==> src/rtl/rv_mem_pkg.sv <==
// rv_mem_pkg: shared funct3 encodings and LSU state type for the MEM stage.
package rv_mem_pkg;

    localparam logic [2:0] F3_B  = 3'b000;
    localparam logic [2:0] F3_H  = 3'b001;
    localparam logic [2:0] F3_W  = 3'b010;
    localparam logic [2:0] F3_BU = 3'b100;
    localparam logic [2:0] F3_HU = 3'b101;

    typedef enum logic {IDLE, RMW_WR} lsu_state_t;

endpackage

==> src/rtl/mem_lsu_if.sv <==
// mem_lsu_if: EX/MEM request handshake plus the word-only dmem port.
interface mem_lsu_if #(parameter int XLEN = 32);

    logic            req_valid;
    logic            req_we;
    logic [2:0]      req_funct3;
    logic [XLEN-1:0] req_addr;
    logic [XLEN-1:0] req_wdata;
    logic [4:0]      req_rd;
    logic            stall;
    logic            mem_memrw;
    logic [XLEN-1:0] mem_address;
    logic [XLEN-1:0] mem_data_write;
    logic [XLEN-1:0] mem_data_read;

    modport master (
        output req_valid, req_we, req_funct3, req_addr, req_wdata, req_rd,
        input  stall, mem_memrw, mem_address, mem_data_write,
        output mem_data_read
    );

    modport slave (
        input  req_valid, req_we, req_funct3, req_addr, req_wdata, req_rd,
        output stall, mem_memrw, mem_address, mem_data_write,
        input  mem_data_read
    );

endinterface

==> src/rtl/lsu_align.sv <==
// lsu_align: load lane extraction/extension, store lane merge and access legality check.
module lsu_align
    import rv_mem_pkg::*;
(
    input  logic [2:0]  funct3,
    input  logic        we,
    input  logic [1:0]  off,
    input  logic [31:0] rdata,
    output logic [31:0] load_data,
    output logic        fault,
    input  logic        st_half,
    input  logic [1:0]  st_off,
    input  logic [31:0] st_word,
    input  logic [15:0] st_wdata,
    output logic [31:0] merge_data
);

    logic [7:0]  lb;
    logic [15:0] lh;
    logic [4:0]  sh_amt;

    assign lb = off[1] ? (off[0] ? rdata[31:24] : rdata[23:16])
                       : (off[0] ? rdata[15:8]  : rdata[7:0]);
    assign lh = off[1] ? rdata[31:16] : rdata[15:0];

    assign load_data = funct3 == F3_B  ? {{24{lb[7]}}, lb} :
                       funct3 == F3_BU ? {24'b0, lb} :
                       funct3 == F3_H  ? {{16{lh[15]}}, lh} :
                       funct3 == F3_HU ? {16'b0, lh} : rdata;

    assign sh_amt = {st_off, 3'b000};

    assign merge_data = st_half ? (st_off[1] ? {st_wdata, st_word[15:0]} : {st_word[31:16], st_wdata})
                                : (st_word & ~(32'hFF << sh_amt)) | ({24'b0, st_wdata[7:0]} << sh_amt);

    // Halfword offsets must be even and words aligned; unused funct3 codes are illegal.
    assign fault = we ? (funct3 > F3_W || (funct3 == F3_H && off[0]) || (funct3 == F3_W && |off))
                      : (funct3 == 3'b011 || funct3[2:1] == 2'b11 ||
                         ((funct3 == F3_H || funct3 == F3_HU) && off[0]) ||
                         (funct3 == F3_W && |off));

endmodule

==> src/rtl/mem_lsu.sv <==
// mem_lsu: MEM-stage load/store unit; sub-word stores run as a two-cycle read-modify-write.
module mem_lsu
    import rv_mem_pkg::*;
#(
    parameter int XLEN = 32
) (
    input  logic            clk,
    input  logic            rst,
    mem_lsu_if.slave        bus,
    output logic            wb_valid,
    output logic [4:0]      wb_rd,
    output logic [XLEN-1:0] wb_load_data,
    output logic            err
);

    lsu_state_t      state;
    logic [XLEN-1:0] hold_addr;
    logic [XLEN-1:0] hold_word;
    logic [15:0]     hold_wdata;
    logic            hold_half;
    logic            in_rmw, fault, accept, word_st, sub_st;
    logic [31:0]     load_data, merge_data;

    lsu_align u_align (
        .funct3     (bus.req_funct3),
        .we         (bus.req_we),
        .off        (bus.req_addr[1:0]),
        .rdata      (bus.mem_data_read),
        .load_data  (load_data),
        .fault      (fault),
        .st_half    (hold_half),
        .st_off     (hold_addr[1:0]),
        .st_word    (hold_word),
        .st_wdata   (hold_wdata),
        .merge_data (merge_data)
    );

    // In RMW_WR the request still presented is the store being finished, so it is not re-accepted.
    assign in_rmw  = state == RMW_WR;
    assign accept  = !in_rmw && bus.req_valid && !fault;
    assign word_st = accept && bus.req_we && bus.req_funct3 == F3_W;
    assign sub_st  = accept && bus.req_we && bus.req_funct3 != F3_W;

    assign bus.stall          = !rst && sub_st;
    assign bus.mem_memrw      = !rst && (in_rmw || word_st);
    assign bus.mem_address    = in_rmw ? hold_addr : bus.req_addr;
    assign bus.mem_data_write = in_rmw ? merge_data : bus.req_wdata;

    always_ff @(posedge clk) begin
        if (rst) begin
            state        <= IDLE;
            wb_valid     <= 1'b0;
            wb_rd        <= '0;
            wb_load_data <= '0;
            err          <= 1'b0;
        end else begin
            state    <= sub_st ? RMW_WR : IDLE;
            wb_valid <= accept && !bus.req_we;
            err      <= !in_rmw && bus.req_valid && fault;
            if (accept && !bus.req_we) begin
                wb_rd        <= bus.req_rd;
                wb_load_data <= load_data;
            end
        end
    end

    always_ff @(posedge clk) begin
        if (sub_st) begin
            hold_addr  <= bus.req_addr;
            hold_word  <= bus.mem_data_read;
            hold_wdata <= bus.req_wdata[15:0];
            hold_half  <= bus.req_funct3 == F3_H;
        end
    end

endmodule
==> src/flat_wrapper.sv <==
// flat-port wrapper written by rule: the top's interface ports become plain ports
module mem_lsu_flat import rv_mem_pkg::*;
#(
    parameter int XLEN = 32
)
  (clk, rst, wb_valid, wb_rd, wb_load_data, err, bus_req_valid, bus_req_we, bus_req_funct3, bus_req_addr, bus_req_wdata, bus_req_rd, bus_stall, bus_mem_memrw, bus_mem_address, bus_mem_data_write, bus_mem_data_read);
  mem_lsu_if #(.XLEN(XLEN)) bus_i ();
  input  logic clk;
  input  logic rst;
  output logic wb_valid;
  output logic [4:0] wb_rd;
  output logic [XLEN-1:0] wb_load_data;
  output logic err;
  input wire logic [$bits(bus_i.req_valid)-1:0] bus_req_valid;
  input wire logic [$bits(bus_i.req_we)-1:0] bus_req_we;
  input wire logic [$bits(bus_i.req_funct3)-1:0] bus_req_funct3;
  input wire logic [$bits(bus_i.req_addr)-1:0] bus_req_addr;
  input wire logic [$bits(bus_i.req_wdata)-1:0] bus_req_wdata;
  input wire logic [$bits(bus_i.req_rd)-1:0] bus_req_rd;
  output wire logic [$bits(bus_i.stall)-1:0] bus_stall;
  output wire logic [$bits(bus_i.mem_memrw)-1:0] bus_mem_memrw;
  output wire logic [$bits(bus_i.mem_address)-1:0] bus_mem_address;
  output wire logic [$bits(bus_i.mem_data_write)-1:0] bus_mem_data_write;
  input wire logic [$bits(bus_i.mem_data_read)-1:0] bus_mem_data_read;
  assign bus_i.req_valid = bus_req_valid;
  assign bus_i.req_we = bus_req_we;
  assign bus_i.req_funct3 = bus_req_funct3;
  assign bus_i.req_addr = bus_req_addr;
  assign bus_i.req_wdata = bus_req_wdata;
  assign bus_i.req_rd = bus_req_rd;
  assign bus_stall = bus_i.stall;
  assign bus_mem_memrw = bus_i.mem_memrw;
  assign bus_mem_address = bus_i.mem_address;
  assign bus_mem_data_write = bus_i.mem_data_write;
  assign bus_i.mem_data_read = bus_mem_data_read;
  mem_lsu #(.XLEN(XLEN)) u_core (.clk(clk), .rst(rst), .bus(bus_i), .wb_valid(wb_valid), .wb_rd(wb_rd), .wb_load_data(wb_load_data), .err(err));
endmodule
==> config.mk <==
export PLATFORM = sky130hd
export DESIGN_NAME = mem_lsu_flat
export DESIGN_NICKNAME = d
export VERILOG_FILES = /design/src/rtl/rv_mem_pkg.sv /design/src/rtl/mem_lsu_if.sv /design/src/rtl/lsu_align.sv /design/src/rtl/mem_lsu.sv /design/src/flat_wrapper.sv
export SDC_FILE = /design/constraint.sdc
export NUM_CORES = 1
export LEC_CHECK = 0
export BUFFER_PORTS_ARGS = -buffer_cell sky130_fd_sc_hd__clkbuf_2
export CAP_MARGIN = 20
export CORE_MARGIN = 3
export CORE_UTILIZATION = 40
export DETAILED_ROUTE_END_ITERATION = 7
export GPL_TIMING_DRIVEN = 0
export PLACE_DENSITY_LB_ADDON = 0.2
export SETUP_SLACK_MARGIN = 0.05
export SLEW_MARGIN = 20
export SYNTH_ARGS = -nofsm -noshare
export SYNTH_HDL_FRONTEND = slang
export SYNTH_HIERARCHICAL = 1
export SYNTH_SLANG_ARGS = --single-unit
export TNS_END_PERCENT = 10
==> constraint.sdc <==
create_clock -name clk -period 11 [get_ports clk]
set_input_delay 0.55 -clock clk [delete_from_list [all_inputs] [get_ports clk]]
set_output_delay 0.55 -clock clk [all_outputs]
set_load 0.05 [all_outputs]
==> qor.csv, run 1 <==
stage,metric,value,unit
setup_path,crit path DAT,2.51,ns
synth,post-synthesis xor/xnor area fraction,0,%
clocking,CTS root buf,clkbuf_16,
timing,Achievable Freq,0.326,GHz
setup_path,critical path type,register to output pin,
setup_path,crit path launch type,register,
drt,Initial DRT Pass Iterations,5,
synth,Post-Syn Nets,615,
synth,mapped cell area,6280,µm²
synth,Main synth FF type,edfxtp_1,
clocking,Post-CTS Hold Fix Bufs,0,
timing,Final min period,3.06,ns
floorplan,Die Wd,131,µm
drt,Via Count,4968,
synth,syn avg cell area,12.4,µm²
clocking,"CTS clk-pin slew, worst paths",0.06,ns
global_route,first-pass GRT wire length,28200,µm
synth,Synth Area in Simple Gates,14.1,%
floorplan,IO Pins,213,
global_route,pin count of the biggest net entering global routing,17,
placed_design,Final HPWL DP,14100,µm
setup_path,Worst path most repeated cell,mux2_2,
power,Final Power,1260,µW
clocking,Max Root-Sink Buffers,2,
drt,DR DRC count,0,
clocking,CTS buffer count,17,
floorplan,DIE AREA,17200,µm²
clocking,CTS tree,built,
setup_path,"slowest stage cell, crit path",edfxtp_1,
power,power density cells,152,nW/µm²
placed_design,# port buffers,211,
synth,"Seq/Total Area, Yosys",51.5,%
drt,Routed Antenna Nets,0,
cells_and_area,share of post-route cells with drive strength above 1,48.4,%
setup_path,"slowest stage delay, CP",0.43,ns
global_route,GRT Total Usage,20.9,%
floorplan,Initial Util,41.1,%
placed_design,gp weighted congestion,0.870,
timing,slew of the pin with the lowest slew margin,0.760,ns
synth,asr flop ratio synth,0,%
floorplan,row cnt,45,
timing,final hold violations,0,
outcome,status,"complete, no violations",
cells_and_area,P&R area growth vs syn,31.5,%
clocking,post-CTS sizing,0,
synth,Ys Warns,6,
synth,Synth cell types,39,
timing,"Slew Viols, Final",0,
floorplan,total core area,15300,µm²
worst_hold_path,worst min path class,primary input to register,
setup_path,"Req. time, crit path",10.45,ns
timing,Slew headroom,49.2,%
timing,Worst Skew,0.0115,ns
synth,Synth Area in Adders,0,%
drt,Vias/cell,5.12,
synth,Compound-Gate Fraction of Synth Area,6.92,%
clocking,Setup Buffers After CTS,0,
timing,final setup fails,0,
power,leakage dissipation,0.00337,µW
timing,unrepaired setup endpoints after global routing,false,
drt,WL final,18300,µm
clocking,clock sinks,121,
run,max_cap viols,0,
drt,Routed WL per cell,18.9,µm
setup_path,nature of the critical path endpoint,output pin,
synth,Syn Inst Count,507,
power,Max VDD drop,115,µV
global_route,vias in the first global route,5092,
global_route,initial antenna violation count,0,
floorplan,DIE HEIGHT,131,µm
synth,synthesized flop and latch total,121,
drt,number of DRC markers in iteration 0,418,
setup_path,CP Cell Sequence,nor2b_1 > buf_4 > nor2_2 > mux2_2 > mux2_2 > clkbuf_2,
cells_and_area,final net count,854,
cells_and_area,n_diodes,0,
synth,post-synthesis mux area share,23.8,%
timing,Final Cycle Share,27.9,%
setup_path,CP max FO,10,
timing,Setup TNS,0,ns
clocking,worst skew pair latency,0.41,ns
synth,Post-synth EDFFs,81,
clocking,H-Tree Depth,4,
synth,largest family of logic cells by synthesized area,multiplexers,
global_route,GR Overflow Total,0,
placed cells by master, fill, tap and decap left out, types with 12 or more instances in the layout:
cell type / count
nand2_1: 38
clkbuf_1: 14
a21oi_1: 17
nand2b_1: 77
mux2_2: 81
buf_2: 14
buf_4: 12
clkbuf_16: 18
edfxtp_1: 81
a22o_1: 13
mux2i_1: 40
dfxtp_1: 40
clkbuf_2: 211
nor2b_1: 17
where the power goes:
| part | switching (µW) | total, µW | leakage, µW | internal [µW] |
|---|---|---|---|---|
| logic | 139 | 210 | 0.00202 | 71.2 |
| clock network | 193 | 541 | 0.000286 | 348 |
| registers | 5.07 | 504 | 0.00106 | 499 |
path summary, 6_finish.rpt:
path / startpoint / end / slack, ns / depth (start not counted)
setup reg to reg: u_core/in_rmw / u_core/hold_addr[10] / 8.81 / 7
setup / recovery: u_core/hold_addr[0] / bus_mem_data_write[2] / 7.94 / 6
hold / removal: bus_req_wdata[15] / u_core/hold_wdata[15] / 0.33 / 1
hold reg to reg: u_core/wb_load_data[0] / u_core/wb_load_data[0] / 0.47 / 2
through the flow:
| step | hold slack, ns | instances | setup WS [ns] | utilization (%) | instance area (µm²) |
|---|---|---|---|---|---|
| after global routing | 0.308 | 970 | 7.80 | 54.1 | 8260 |
| after CTS | 0.309 | 970 | 7.90 | 54.1 | 8260 |
| after detailed placement | 0.460 | 938 | 7.81 | 50.3 | 7670 |
| after global placement | 0.460 | 929 | 0.829 | 49.8 | 7600 |
| final | 0.330 | 970 | 7.94 | 54.1 | 8260 |
| after floorplan | 0.649 | 507 | 3.43 | - | 6280 |
cells in the mapped netlist (all sizes together), types with 2 or more instances:
master,n,area [µm²]
edfxtp,81,2430
buf,25,183
dfxtp,40,801
clkbuf,10,37.5
a22oi,4,30.0
mux2,82,927
mux4,7,165
nor2b,17,106
nand2b,77,482
nor3b,3,22.5
nor2,9,36.3
inv,4,15.0
a31oi,7,43.8
nor3,2,10.0
nor4,2,12.5
a32oi,8,70.1
o21ai,9,45.0
mux2i,40,400
nand2,38,143
a22o,13,114
a21oi,19,103
sequential cells by signal (all words and copies together), names as in the netlist:
name / flops
u_core/hold_half: 1
u_core/err: 1
u_core/in_rmw: 1
u_core/hold_wdata: 16
u_core/hold_addr: 32
u_core/hold_word: 32
u_core/wb_load_data: 32
u_core/wb_rd: 5
u_core/wb_valid: 1
cells by family (layout without fill, tap and decap cells):
kind of cell / after synthesis / after routing
AND/OR/NAND/NOR: 155 / 155
multiplexers: 129 / 129
flip-flops: 121 / 121
AO/OA/AOI/OAI: 63 / 63
buffers and inverters: 39 / 291
layout make-up:
cell class                      count  area [µm²]
Multi-Input combinational cell    347        2820
Timing Repair Buffer              220        1130
Sequential cell                   121        3230
Buffer                             35         220
Clock buffer                       26         520
Fill cell                        1341        7000
Clock inverter                      6        60.1
Inverter                            4        15.0
Tap cell                          211         264
worst max-delay path: cells and delay by family (launching register included):
family	cells	cell delay, ns
flops	1	0.43
mux	2	0.68
simple gates	2	0.58
buf+inv	2	0.41
layer usage:
metal | vias up | global-route usage (%) | share of wire [%]
met5 | - | 0 | 0
met4 | 0 | 6.59 | 2.0
met3 | 25 | 7.43 | 7.8
met2 | 235 | 34.5 | 47
met1 | 2369 | 25.6 | 43
li1 | 2339 | - | -
Power figures use the tool's default switching activity.
==> run 2: changes to the inputs <==
--- a/config.mk
+++ b/config.mk
@@ -5,6 +5,7 @@
 export SDC_FILE = /design/constraint.sdc
 export NUM_CORES = 1
 export LEC_CHECK = 0
+export ABC_AREA = 1
 export BUFFER_PORTS_ARGS = -buffer_cell sky130_fd_sc_hd__clkbuf_2
 export CAP_MARGIN = 20
 export CORE_MARGIN = 3
==> constraint.sdc (replaced) <==
create_clock -name clk -period 2.7 [get_ports clk]
set_input_delay 0.135 -clock clk [delete_from_list [all_inputs] [get_ports clk]]
set_output_delay 0.135 -clock clk [all_outputs]
set_load 0.05 [all_outputs]
==> run 2 against run 1 <==
Cell area up 17%. Critical endpoint is now bus_mem_data_write[29]. Area after synthesis grew 8.9%. Clock power rose to 4.1 times the previous value.
==> qor.csv, run 2 <==
stage,metric,value,unit,change
drt,Routed WL per cell,14.5,µm,-23%
power,power share of the combinational group,19.1,%,+2.4 points
setup_path,nature of the critical path endpoint,output pin,,
synth,Yosys top cell area share,35.6,%,-3.2 points
outcome,status,"complete, no violations",,
cells_and_area,"commonest non-fill, non-tap cell in the layout",nand2_1,,
placed_design,Final HPWL DP,16100,µm,+14%
power,Max VDD drop,471,µV,+310%
cells_and_area,P&R area growth vs syn,41.7,%,
timing,unrepaired setup endpoints after global routing,false,,
placed_design,dpl cells,1392,,+48%
global_route,GRT Total Usage,23.4,%,+2.5 points
synth,top-count cell post-synth,nand2_1,,
power,leakage dissipation,0.00482,µW,+43%
clocking,H-Tree Depth,4,,unchanged
power,sw frac,28.0,%,+1.1 points
clocking,Max Root-Sink Buffers,2,,unchanged
power,Final Power,5260,µW,+320%
floorplan,row cnt,47,,+4.4%
timing,Slew headroom,68.6,%,+19 points
cells_and_area,largest registers,"u_core/hold_addr x32, u_core/hold_word x32, u_core/wb_load_data x32",,
global_route,first-pass GRT wire length,34200,µm,+21%
timing,Final Cycle Share,90.5,%,
global_route,vias in the first global route,6648,,+31%
timing,Worst Skew,0.00537,ns,-0.00613 ns
timing,Final min period,2.44,ns,
drt,Via Count,7225,,+45%
power,share of power burned in registers,39.0,%,-1.1 points
clocking,CTS tree,built,,
synth,Synth cell types,24,,-38%
drt,DR DRC count,0,,unchanged
clocking,clock sinks,121,,unchanged
clocking,CTS buffer count,17,,unchanged
floorplan,Initial Util,41.1,%,-0.076 points
timing,slew of the pin with the lowest slew margin,0.471,ns,-0.288 ns
timing,"Slew Viols, Final",0,,unchanged
setup_path,critical path type,register to output pin,,
floorplan,IO Pins,213,,unchanged
worst_hold_path,worst min path class,primary input to register,,
global_route,pin count of the biggest net entering global routing,30,,+13
cells_and_area,final net count,1385,,+62%
power,Clk network pwr share,41.9,%,-1.2 points
synth,Post-Syn Nets,1065,,+73%
run,max_cap viols,0,,unchanged
floorplan,DIE HEIGHT,137,µm,+4.1%
synth,Syn Inst Count,957,,+89%
clocking,"CTS clk-pin slew, worst paths",0.05,ns,about the same
drt,Routed Antenna Nets,0,,unchanged
floorplan,DIE AREA,18700,µm²,+8.5%
synth,Ys Warns,6,,unchanged
placed_design,# port buffers,212,,+0.47%
synth,post-synth top area cell,edfxtp_1,,
timing,Achievable Freq,0.409,GHz,
setup_path,crit path launch type,register,,
setup_path,crit path DAT,2.31,ns,-0.20 ns
clocking,Setup Buffers After CTS,0,,unchanged
global_route,GR Overflow Total,0,,unchanged
synth,Synth area leaders,"edfxtp_1 36%, nand2_1 20%, dfxtp_1 12%",,
synth,Synth top cells by count,"364 x nand2_1, 122 x nor2_1, 96 x o21ai_0",,
cells_and_area,most frequent cells in the layout,"364 x nand2_1, 212 x clkbuf_2, 121 x nor2_1, 94 x o21ai_0, 86 x dlygate4sd3_1",,
synth,"Seq/Total Area, Yosys",47.3,%,-4.2 points
synth,Main synth FF type,edfxtp_1,,
synth,Post-synth EDFFs,81,,unchanged
floorplan,Die Wd,137,µm,+4.1%
clocking,CTS root buf,clkbuf_16,,
synth,asr flop ratio synth,0,%,unchanged
timing,final hold violations,0,,unchanged
drt,number of DRC markers in iteration 0,789,,+89%
placed_design,gp weighted congestion,0.960,,+10%
synth,syn avg cell area,7.14,µm²,-42%
drt,Vias/cell,4.78,,-6.6%
cells_and_area,n_diodes,0,,unchanged
power,sw power,1470,µW,+340%
floorplan,total core area,16600,µm²,+9.1%
cells_and_area,share of post-route cells with drive strength above 1,23.4,%,-25 points
drt,WL final,22000,µm,+20%
synth,synthesized flop and latch total,121,,unchanged
setup_path,CP max FO,9,,-1
synth,mapped cell area,6840,µm²,+8.9%
timing,final setup fails,0,,unchanged
global_route,initial antenna violation count,0,,unchanged
setup_path,"Req. time, crit path",2.57,ns,-7.88 ns
drt,Initial DRT Pass Iterations,5,,unchanged
clocking,worst skew pair latency,0.41,ns,about the same
power,power density cells,543,nW/µm²,+260%
cells_and_area,Post-Layout Cell Count,1510,,+56%
power,Pint,3790,µW,+310%
[run 2: cell count changes in the layout (fill, tap and decap cells not counted), sizes merged, moves of 69 or more]
cell / previous run / this run
o21ai: 9 / 119
inv: 6 / 75
nor2: 9 / 126
mux2: 82 / 0
dlygate4sd3: 0 / 86
nand2: 38 / 367
nand2b: 77 / 0
[run 2: critical path: stages, from the launching register on]
cell      delay, ns
edfxtp_1       0.53
nand2_1        0.24
inv_1          0.28
nor2_1         0.07
o21ai_0        0.27
nand2_1        0.13
nand2_1        0.10
clkbuf_2       0.27
[run 2: final timing paths]
| kind | start | end | slack, ns | cells past startpoint |
|---|---|---|---|---|
| worst min register to register | u_core/wb_load_data[14] | u_core/wb_load_data[14] | 0.48 | 2 |
| worst max-delay path | u_core/hold_addr[0] | bus_mem_data_write[29] | 0.26 | 7 |
| worst max register to register | u_core/in_rmw | u_core/hold_word[0] | 1.00 | 7 |
| worst min-delay path | bus_mem_data_read[27] | u_core/hold_word[27] | 0.01 | 1 |
[run 2: repair_timing]
item	in CTS	in global routing
gates resized for setup	0	0
hold buffers	86	0
setup endpoints to repair	0	0
endpoints found under the hold margin	85	0
[run 2: area by class of cell]
type | count | area [µm²]
multi-input cells | 706 | 3000
repair buffers | 301 | 1990
inverters | 76 | 287
well taps | 220 | 275
flip-flops and latches | 121 | 3230
fillers | 1554 | 6960
clock inverters | 12 | 131
clock buffers | 20 | 437
plain buffers | 54 | 333
[run 2: logic make-up after synthesis]
kind of cell	synth area share, %
compound gates	11.0
buf+inv	8.91
flops	47.3
simple gates	32.8
[run 2: metrics by stage]
step | setup TNS [ns] | util (%) | instance area [µm²] | hold WS [ns] | setup WS (ns)
6_report | 0 | 58.2 | 9690 | 0.0108 | 0.257
5_1_grt | 0 | 58.2 | 9690 | 0.0000794 | 0.0650
4_1_cts | 0 | 58.2 | 9690 | 0.00738 | 0.276
3_5_place_dp | 0 | 49.6 | 8260 | 0.331 | 0.462
3_3_place_gp | -53.91 | 49.2 | 8190 | 0.330 | -0.670
2_1_floorplan | 0 | - | 6850 | 0.207 | 0.0601
[run 2: per-layer routing]
metal,vias to the layer above,global-route usage [%],wire (µm)
met3,38,5.07,1340
li1,3723,-,-
met4,0,6.94,450
met5,-,0,0
met1,3187,30.1,9400
met2,277,39.5,10800
[run 2: power groups by stage]
stage                     Combinational (µW)  Sequential, µW  Clock (µW)
after floorplan                          541            2170           0
after global placement                   890            2090           0
after detailed placement                 900            2090           0
after CTS                               1010            2050        2260
after global routing                    1090            2060        2340
final                                   1010            2050        2200
